[config.mk]
export PLATFORM = sky130hd
export DESIGN_NAME = vga_sram_arbiter
export DESIGN_NICKNAME = d
export VERILOG_FILES = /design/src/rtl/vga_sram_arb_pkg.sv /design/src/rtl/vga_sram_arb_rd_pipe.sv /design/src/rtl/vga_sram_arbiter.sv
export SDC_FILE = /design/constraint.sdc
export NUM_CORES = 1
export LEC_CHECK = 0
export ABC_AREA = 1
export BUFFER_PORTS_ARGS = -buffer_cell sky130_fd_sc_hd__buf_2
export CORE_MARGIN = 2
export CORE_UTILIZATION = 42
export DETAILED_ROUTE_END_ITERATION = 10
export GPL_TIMING_DRIVEN = 1
export PLACE_DENSITY = 0.76
export SYNTH_ARGS = -nofsm -noshare
export SYNTH_HDL_FRONTEND = slang
export SYNTH_SLANG_ARGS = --single-unit
[constraint.sdc]
create_clock -name CLOCK_50 -period 1.1 [get_ports CLOCK_50]
set_input_delay 0.11 -clock CLOCK_50 [delete_from_list [all_inputs] [get_ports CLOCK_50]]
set_output_delay 0.11 -clock CLOCK_50 [all_outputs]
set_load 0.01 [all_outputs]
[src/rtl/vga_sram_arb_pkg.sv]
`default_nettype none
// ============================================================================
// Module      : vga_sram_arb_pkg
// Description : Shared types and constants for the VGA / draw SRAM arbiter.
//               Client identifiers, the read-return tag type and default
//               SRAM geometry.
// Revision    : 1.0 - initial release
// ============================================================================
package vga_sram_arb_pkg;

  // Default SRAM geometry (18-bit word address, 16-bit data)
  localparam int DEF_AW = 18;
  localparam int DEF_DW = 16;

  // Client identifiers carried in the read-return tag
  localparam logic CLI_DISP = 1'b0;
  localparam logic CLI_WR   = 1'b1;

  // One tag per issued SRAM command slot; valid marks a read in flight
  typedef struct packed {
    logic valid;
    logic client;
  } rd_tag_t;

  localparam rd_tag_t TAG_NONE = '{valid: 1'b0, client: CLI_DISP};

endpackage
`default_nettype wire

[src/rtl/vga_sram_arb_rd_pipe.sv]
`default_nettype none
// ============================================================================
// Module      : vga_sram_arb_rd_pipe
// Description : READ_LAT+1 deep shift register of read-return tags. Stage 0
//               lines up with the registered SRAM command; the last stage
//               lines up with the cycle SRAM_RDATA is valid for that command.
//               Synchronous clear discards every read in flight.
// Revision    : 1.0 - initial release
// ============================================================================
module vga_sram_arb_rd_pipe
  import vga_sram_arb_pkg::*;
#(
  parameter int READ_LAT = 2
) (
  input  logic    clk,
  input  logic    rst,
  input  rd_tag_t i_tag,
  output rd_tag_t o_tag
);

  rd_tag_t [READ_LAT:0] pipe_q;
  rd_tag_t [READ_LAT:0] pipe_d;

  // Shift the new tag in at stage 0, everything else moves one stage along
  always_comb begin
    pipe_d = {pipe_q[READ_LAT-1:0], i_tag};
  end

  // Tag storage; reset empties the pipe so no stale response can surface
  always_ff @(posedge clk) begin
    if (rst) begin
      pipe_q <= '0;
    end else begin
      pipe_q <= pipe_d;
    end
  end

  assign o_tag = pipe_q[READ_LAT];

endmodule
`default_nettype wire

[src/rtl/vga_sram_arbiter.sv]
`default_nettype none
// ============================================================================
// Module      : vga_sram_arbiter
// Description : Shares one synchronous single-port pixel SRAM between the
//               display line-prefetch client and the draw client. Display
//               has priority during active video, draw during blanking.
//               Commands are registered onto the SRAM pins one cycle after
//               the grant; read data is steered back to the issuing client
//               through a tagged latency pipe (RVALID = GNT + READ_LAT + 2).
//               Optional: define VGA_SRAM_ARB_WR_GUARD_EN to force a draw
//               grant after WR_GUARD cycles of waiting.
// Revision    : 1.0 - initial release
// ============================================================================
module vga_sram_arbiter
  import vga_sram_arb_pkg::*;
#(
  parameter int AW       = DEF_AW,
  parameter int DW       = DEF_DW,
  parameter int READ_LAT = 2,
  parameter int WR_GUARD = 8
) (
  input  logic          CLOCK_50,
  input  logic          RESET,
  input  logic          VGA_BLANK_N,
  // display fetch client
  input  logic          DISP_REQ,
  input  logic [AW-1:0] DISP_ADDR,
  output logic          DISP_GNT,
  output logic          DISP_RVALID,
  output logic [DW-1:0] DISP_RDATA,
  // draw client
  input  logic          WR_REQ,
  input  logic          WR_WE,
  input  logic [AW-1:0] WR_ADDR,
  input  logic [DW-1:0] WR_WDATA,
  output logic          WR_GNT,
  output logic          WR_RVALID,
  output logic [DW-1:0] WR_RDATA,
  // SRAM pins
  output logic          SRAM_CE,
  output logic          SRAM_WE,
  output logic [AW-1:0] SRAM_ADDR,
  output logic [DW-1:0] SRAM_WDATA,
  input  logic [DW-1:0] SRAM_RDATA
);

  logic w_force_wr;
  logic w_disp_win;
  logic w_wr_win;

  // --------------------------------------------------------------------------
  // Draw starvation guard
  // --------------------------------------------------------------------------
`ifdef VGA_SRAM_ARB_WR_GUARD_EN
  localparam int GW = $clog2(WR_GUARD + 1);

  logic [GW-1:0] guard_cnt_q;
  logic [GW-1:0] guard_cnt_d;

  // Count cycles a draw request has waited; any grant or idle cycle restarts it
  always_comb begin
    guard_cnt_d = guard_cnt_q;
    if (!WR_REQ || WR_GNT) begin
      guard_cnt_d = '0;
    end else if (guard_cnt_q != GW'(WR_GUARD)) begin
      guard_cnt_d = guard_cnt_q + 1'b1;
    end
  end

  // Guard counter register
  always_ff @(posedge CLOCK_50) begin
    if (RESET) begin
      guard_cnt_q <= '0;
    end else begin
      guard_cnt_q <= guard_cnt_d;
    end
  end

  assign w_force_wr = (guard_cnt_q == GW'(WR_GUARD));
`else
  // Strict blank-based priority; WR_GUARD has no effect in this build and
  // the comparison below is always false for legal values.
  assign w_force_wr = (WR_GUARD < 0);
`endif

  // --------------------------------------------------------------------------
  // Arbitration
  // --------------------------------------------------------------------------

  // Single winner per cycle: display wins in active video unless the guard
  // fires; draw wins during blanking; a lone requester always wins.
  always_comb begin
    w_disp_win = !RESET && DISP_REQ &&
                 (!WR_REQ || (VGA_BLANK_N && !w_force_wr));
    w_wr_win   = !RESET && WR_REQ && !w_disp_win;
  end

  assign DISP_GNT = w_disp_win;
  assign WR_GNT   = w_wr_win;

  // --------------------------------------------------------------------------
  // Command registers and read-return steering
  // --------------------------------------------------------------------------
  logic          sram_ce_q,     sram_ce_d;
  logic          sram_we_q,     sram_we_d;
  logic [AW-1:0] sram_addr_q,   sram_addr_d;
  logic [DW-1:0] sram_wdata_q,  sram_wdata_d;
  logic          disp_rvalid_q, disp_rvalid_d;
  logic [DW-1:0] disp_rdata_q,  disp_rdata_d;
  logic          wr_rvalid_q,   wr_rvalid_d;
  logic [DW-1:0] wr_rdata_q,    wr_rdata_d;

  rd_tag_t w_tag_in;
  rd_tag_t w_tag_out;

  // Tag every granted read with its client; writes and idle slots are empty
  always_comb begin
    w_tag_in        = TAG_NONE;
    w_tag_in.valid  = w_disp_win || (w_wr_win && !WR_WE);
    w_tag_in.client = w_wr_win ? CLI_WR : CLI_DISP;
  end

  vga_sram_arb_rd_pipe #(
    .READ_LAT (READ_LAT)
  ) u_rd_pipe (
    .clk   (CLOCK_50),
    .rst   (RESET),
    .i_tag (w_tag_in),
    .o_tag (w_tag_out)
  );

  // Next-state for the SRAM pins and the per-client read data registers
  always_comb begin
    sram_ce_d    = w_disp_win || w_wr_win;
    sram_we_d    = w_wr_win && WR_WE;
    sram_addr_d  = sram_addr_q;
    sram_wdata_d = sram_wdata_q;
    if (w_wr_win) begin
      sram_addr_d = WR_ADDR;
      if (WR_WE) begin
        sram_wdata_d = WR_WDATA;
      end
    end else if (w_disp_win) begin
      sram_addr_d = DISP_ADDR;
    end

    disp_rvalid_d = w_tag_out.valid && (w_tag_out.client == CLI_DISP);
    wr_rvalid_d   = w_tag_out.valid && (w_tag_out.client == CLI_WR);
    disp_rdata_d  = disp_rvalid_d ? SRAM_RDATA : disp_rdata_q;
    wr_rdata_d    = wr_rvalid_d   ? SRAM_RDATA : wr_rdata_q;
  end

  // Pin and return-data registers
  always_ff @(posedge CLOCK_50) begin
    if (RESET) begin
      sram_ce_q     <= 1'b0;
      sram_we_q     <= 1'b0;
      sram_addr_q   <= '0;
      sram_wdata_q  <= '0;
      disp_rvalid_q <= 1'b0;
      disp_rdata_q  <= '0;
      wr_rvalid_q   <= 1'b0;
      wr_rdata_q    <= '0;
    end else begin
      sram_ce_q     <= sram_ce_d;
      sram_we_q     <= sram_we_d;
      sram_addr_q   <= sram_addr_d;
      sram_wdata_q  <= sram_wdata_d;
      disp_rvalid_q <= disp_rvalid_d;
      disp_rdata_q  <= disp_rdata_d;
      wr_rvalid_q   <= wr_rvalid_d;
      wr_rdata_q    <= wr_rdata_d;
    end
  end

  assign SRAM_CE     = sram_ce_q;
  assign SRAM_WE     = sram_we_q;
  assign SRAM_ADDR   = sram_addr_q;
  assign SRAM_WDATA  = sram_wdata_q;
  assign DISP_RVALID = disp_rvalid_q;
  assign DISP_RDATA  = disp_rdata_q;
  assign WR_RVALID   = wr_rvalid_q;
  assign WR_RDATA    = wr_rdata_q;

endmodule
`default_nettype wire

Word level (Yosys, flattened, before mapping)
Index checks and enable logic that the tools add are counted.

Bits in registers: 76. Input bits: 74. Output and inout bits: 72.

Multiplexer cells: 3. Bitwise logic cells: 1. Reductions and logical operators: 17.

Operators by type and width (number): 18-bit two-way mux (2); 1-bit logical AND (8); 1-bit logical NOT (4); 1-bit logical OR (3); 2-bit AND reduction (1); 2-bit nonzero test (1); 1-bit two-way mux (1); 1-bit NOT (1).

Longest topological paths before layout
Depth in word-level cells: 7. Mapped depth: 9. Mapped depth without buffers: 7.

Cells and area by module
Synthesis repeated with hierarchy kept, for this count alone.

Cells, all modules: 416. Area, all modules: 3294.4 sq um.

Modules (own cells, without submodules): vga_sram_arbiter (times used 1, cells an instance 398, area each 3129.3 sq um, seq. area each 1401.3 sq um); vga_sram_arb_rd_pipe (times used 1, cells an instance 18, area each 165.2 sq um, seq. area each 120.1 sq um).

Worst setup path after synthesis
Ideal clock, no wire load.

Path kind: register to register. Start: reg u_rd_pipe.pipe_q (netlist bit u_rd_pipe.o_tag[1]). End: reg disp_rdata_q[10], in the netlist DISP_RDATA[10]. Setup time: 116 ps. Arrival: 973 ps. Path slack: 11 ps. Cell stages (with the launch flop): 7. Path through: dfxtp_1 > inv_1 > nor2_4 > clkinv_1 > buf_2 > nor2_1 > nor2_1.

Word-level cells in the longest chain between the ends: 1.

RTL lines: start, declared (RTL line vga_sram_arb_rd_pipe.sv:21) `rd_tag_t [READ_LAT:0] pipe_q;`; start signal, assigned (RTL line vga_sram_arb_rd_pipe.sv:34) `pipe_q <= pipe_d;`; 1-bit logical AND (RTL line vga_sram_arbiter.sv:147) `disp_rvalid_d = w_tag_out.valid && (w_tag_out.client == CLI_DISP);`; end signal, assigned (RTL line vga_sram_arbiter.sv:170) `disp_rdata_q <= disp_rdata_d;`; end, declared (RTL line vga_sram_arbiter.sv:109) `logic [DW-1:0] disp_rdata_q, disp_rdata_d;`.

Every way passes these cells. A chain may end at the register's enable or synchronous reset.

Worst setup path in the final report
Start: in VGA_BLANK_N. End: out DISP_GNT.

Word-level cells in the longest chain between the ends: 2.

RTL lines: start, declared (RTL line vga_sram_arbiter.sv:24) `input logic VGA_BLANK_N,`; 1-bit logical OR (RTL line vga_sram_arbiter.sv:94) `(!WR_REQ || (VGA_BLANK_N && !w_force_wr));`; 1-bit logical AND (RTL line vga_sram_arbiter.sv:93) `w_disp_win = !RESET && DISP_REQ &&`; end, declared (RTL line vga_sram_arbiter.sv:28) `output logic DISP_GNT,`.

Every way passes these cells.

==> results.yml <==
setup_path:
  slowest_delay_ps: 250
  worstPathMaxFanout: 16
  required_ps: 990
  cp-start-kind: "input pin"
  arrival_ps: 940
  end_kind: "output port"
  cp_slowest_cell: "buf_4"
  critical_path_class: "input pin to output port"
  crit_chain: "buf_2 > inv_1 > nand2_4 > nand2_4 > buf_4 > inv_1 > buf_2"
power:
  total_power_mw: 5.79
  vdd_ir_drop_max_mv: 0.643
  pwr-share-seq: 0.509
  internal-power_mw: 4.27
  p_comb_frac: 0.146
  power.leakage_nw: 2.30
  power.density_nw_per_um2: 1350
  clkPwrFrac: 0.346
  p_sw_frac: 0.263
  switchingPower_mw: 1.52
min_path:
  hold_class: "input pin to flip-flop"
placement:
  gp_congestion: 0.755
  placed_cells: 650
  dp_slack_ps: -15.0
  dpl_cell_area_um2: 4010
  post-dp-hpwl_mm: 5.62
  port_buffers: 145
synthesis:
  syn_nets: 489
  netlist_area_um2: 3150
  synth_cells: 415
  synth_common_cells: "nor2_1 (85), dfxtp_1 (76), inv_1 (59)"
  synth_edf_count: 0
  yosys_warnings: 0
  synth_top_flop_cell: "dfxtp_1"
  ys_ff_latch: 76
  seq_area_frac_synth: 0.483
  synthTopCellsByArea: "dfxtp_1 (48%), nor2_1 (10%), inv_1 (7.0%)"
  avgSynthCellArea_um2: 7.59
  synth_most_common_cell: "nor2_1"
  synth.distinct_cells: 24
  yosysTopAreaCell: "dfxtp_1"
  synth_top_area_frac: 0.483
  async_flop_share: 0
sta:
  fin_tns_setup_ps: 0
  relSlewSlack: 0.836
  hold_violations: 0
  fmax_mhz: 956
  period_needed_ps: 1050
  finalClockSkew_ps: 9.60
  rsz0062_at_grt: "false"
  setup_viol: 0
  tightest_slew_ps: 243
  fin_crit_sh: 0.951
  layout_setup_ws_ps: 53.5
  holdWs_ps: 17.6
  drv_slew: 0
layout:
  postLayoutCellArea_um2: 4280
  fill_cells: 685
  syn2layout_area_growth_pct: 35.7
  n_antenna_cell: 0
  nets: 641
  drive_gt1_frac: 0.350
  multi_input_area_um2: 1210
  seq_area_um2: 1520
  final_core_util: 0.590
  final_cells: 671
clock_network:
  path_clk_slew_ps: 80
  cts_tree: "done"
  cts_num_sinks: 76
  cts_buffer_depth: 2
  clk_latency_ps: 330
  cts_root_buffer: "clkbuf_8"
  h-tree-depth: 3
  numCtsBuffers: 9
global_route:
  busiest_layer: "met2"
  grtUsageTotal: 0.187
  grtUsageMet2: 0.318
  gr-total-overflow: 0
  grt_antenna_before_repair: 0
  grtUsageMet1: 0.232
  grt_pass1_wl_mm: 12.7
  grt_pass1_vias: 2825
  grtUsageMet3: 0.0426
  grt_max_degree: 50
floorplan:
  die_h_um: 90.6
  start_util: 0.435
  dieArea_um2: 8210
  core_um2: 7250
  pin_count: 146
  die_w_um: 90.6
  rows: 31
drt:
  drt_iter0_drc: 110
  drt-wirelength-per-cell_um: 11.6
  drt-pass1-iter-count: 4
  viasPerCell: 4.59
  remaining_drc_errors: 0
  postRouteWirelength_mm: 7.78
  ant_nets: 0
  via_count: 3082
run:
  drv_cap: 0
outcome:
  outcome: "completed"
## layout make-up
cell class | count | share of cell area
clock buffers | 13 | 0.0395
flip-flops and latches | 76 | 0.356
repair buffers | 169 | 0.231
inverters | 63 | 0.0565
multi-input cells | 248 | 0.283
well taps | 99 | 0.0290
clock inverters | 3 | 0.00468
## routing by layer
layer  wire length (um)  share of wire
met1               3490           0.45
met2               3740           0.48
met3                419          0.054
met4                130          0.017
met5                  0              0
## cell usage in the layout (no fill, tap or decap)
| cell | instances |
|---|---|
| clkbuf_16 | 1 |
| dfxtp_2 | 1 |
| clkbuf_4 | 1 |
| nor2_4 | 2 |
| clkinv_1 | 1 |
| o21ai_1 | 11 |
| clkinv_2 | 1 |
| o21ai_0 | 33 |
| a21oi_1 | 18 |
| clkbuf_8 | 12 |
| o31ai_1 | 18 |
| buf_2 | 144 |
| buf_6 | 1 |
| dfxtp_1 | 75 |
| buf_4 | 15 |
| clkinvlp_4 | 2 |
| nand4_1 | 16 |
| inv_1 | 59 |
| nand2_1 | 52 |
| nor2_2 | 1 |
| nor2_1 | 85 |
| o21ai_2 | 7 |
| nand2_4 | 4 |
| inv_4 | 2 |
| dlygate4sd3_1 | 3 |
| clkbuf_1 | 1 |
| nand3_4 | 1 |
| buf_12 | 4 |
| inv_2 | 1 |
## registers in the layout, indices dropped and copies added, names as in the netlist, 2 cells and up
name and flops:
u_rd_pipe.pipe_d 4, SRAM_WDATA 16, SRAM_ADDR 18, u_rd_pipe.o_tag 2
DISP_RDATA 16, WR_RDATA 16
## logic make-up after synthesis
group           after synthesis  share of synthesized area
simple gates                161                      0.220
buf+inv                      91                      0.137
compound gates               87                      0.161
flops                        76                      0.483
## what timing repair did
action,CTS,global route
hold buffers,2,1
hold endpoints to repair,2,1
resized for setup,1,5
setup buffers,0,1
cloned,0,1
setup endpoints to repair,1,4
## power by group through the flow
| stage | clock [mW] | combinational [mW] | sequential (mW) |
|---|---|---|---|
| floorplan | 0 | 0.409 | 3.06 |
| global placement | 0 | 0.805 | 3.01 |
| detailed placement | 0 | 0.817 | 3.01 |
| CTS | 2.07 | 0.827 | 2.95 |
| global route | 2.19 | 0.945 | 2.96 |
| finish | 2.00 | 0.843 | 2.95 |
## final timing paths
path                  startpoint            endpoint  slack, ps  cells past startpoint
max                  VGA_BLANK_N            DISP_GNT         50                      7
min                SRAM_RDATA[5]       DISP_RDATA[5]         20                      3
max reg2reg   u_rd_pipe.o_tag[0]         WR_RDATA[1]        120                      4
min reg2reg  u_rd_pipe.pipe_d[4]  u_rd_pipe.o_tag[0]        390                      2
## critical path: cells and delay by family
kind | cells | cell delay (ps)
buffers and inverters | 5 | 640
AND/OR/NAND/NOR | 2 | 180
Power figures use the tool's default switching activity.
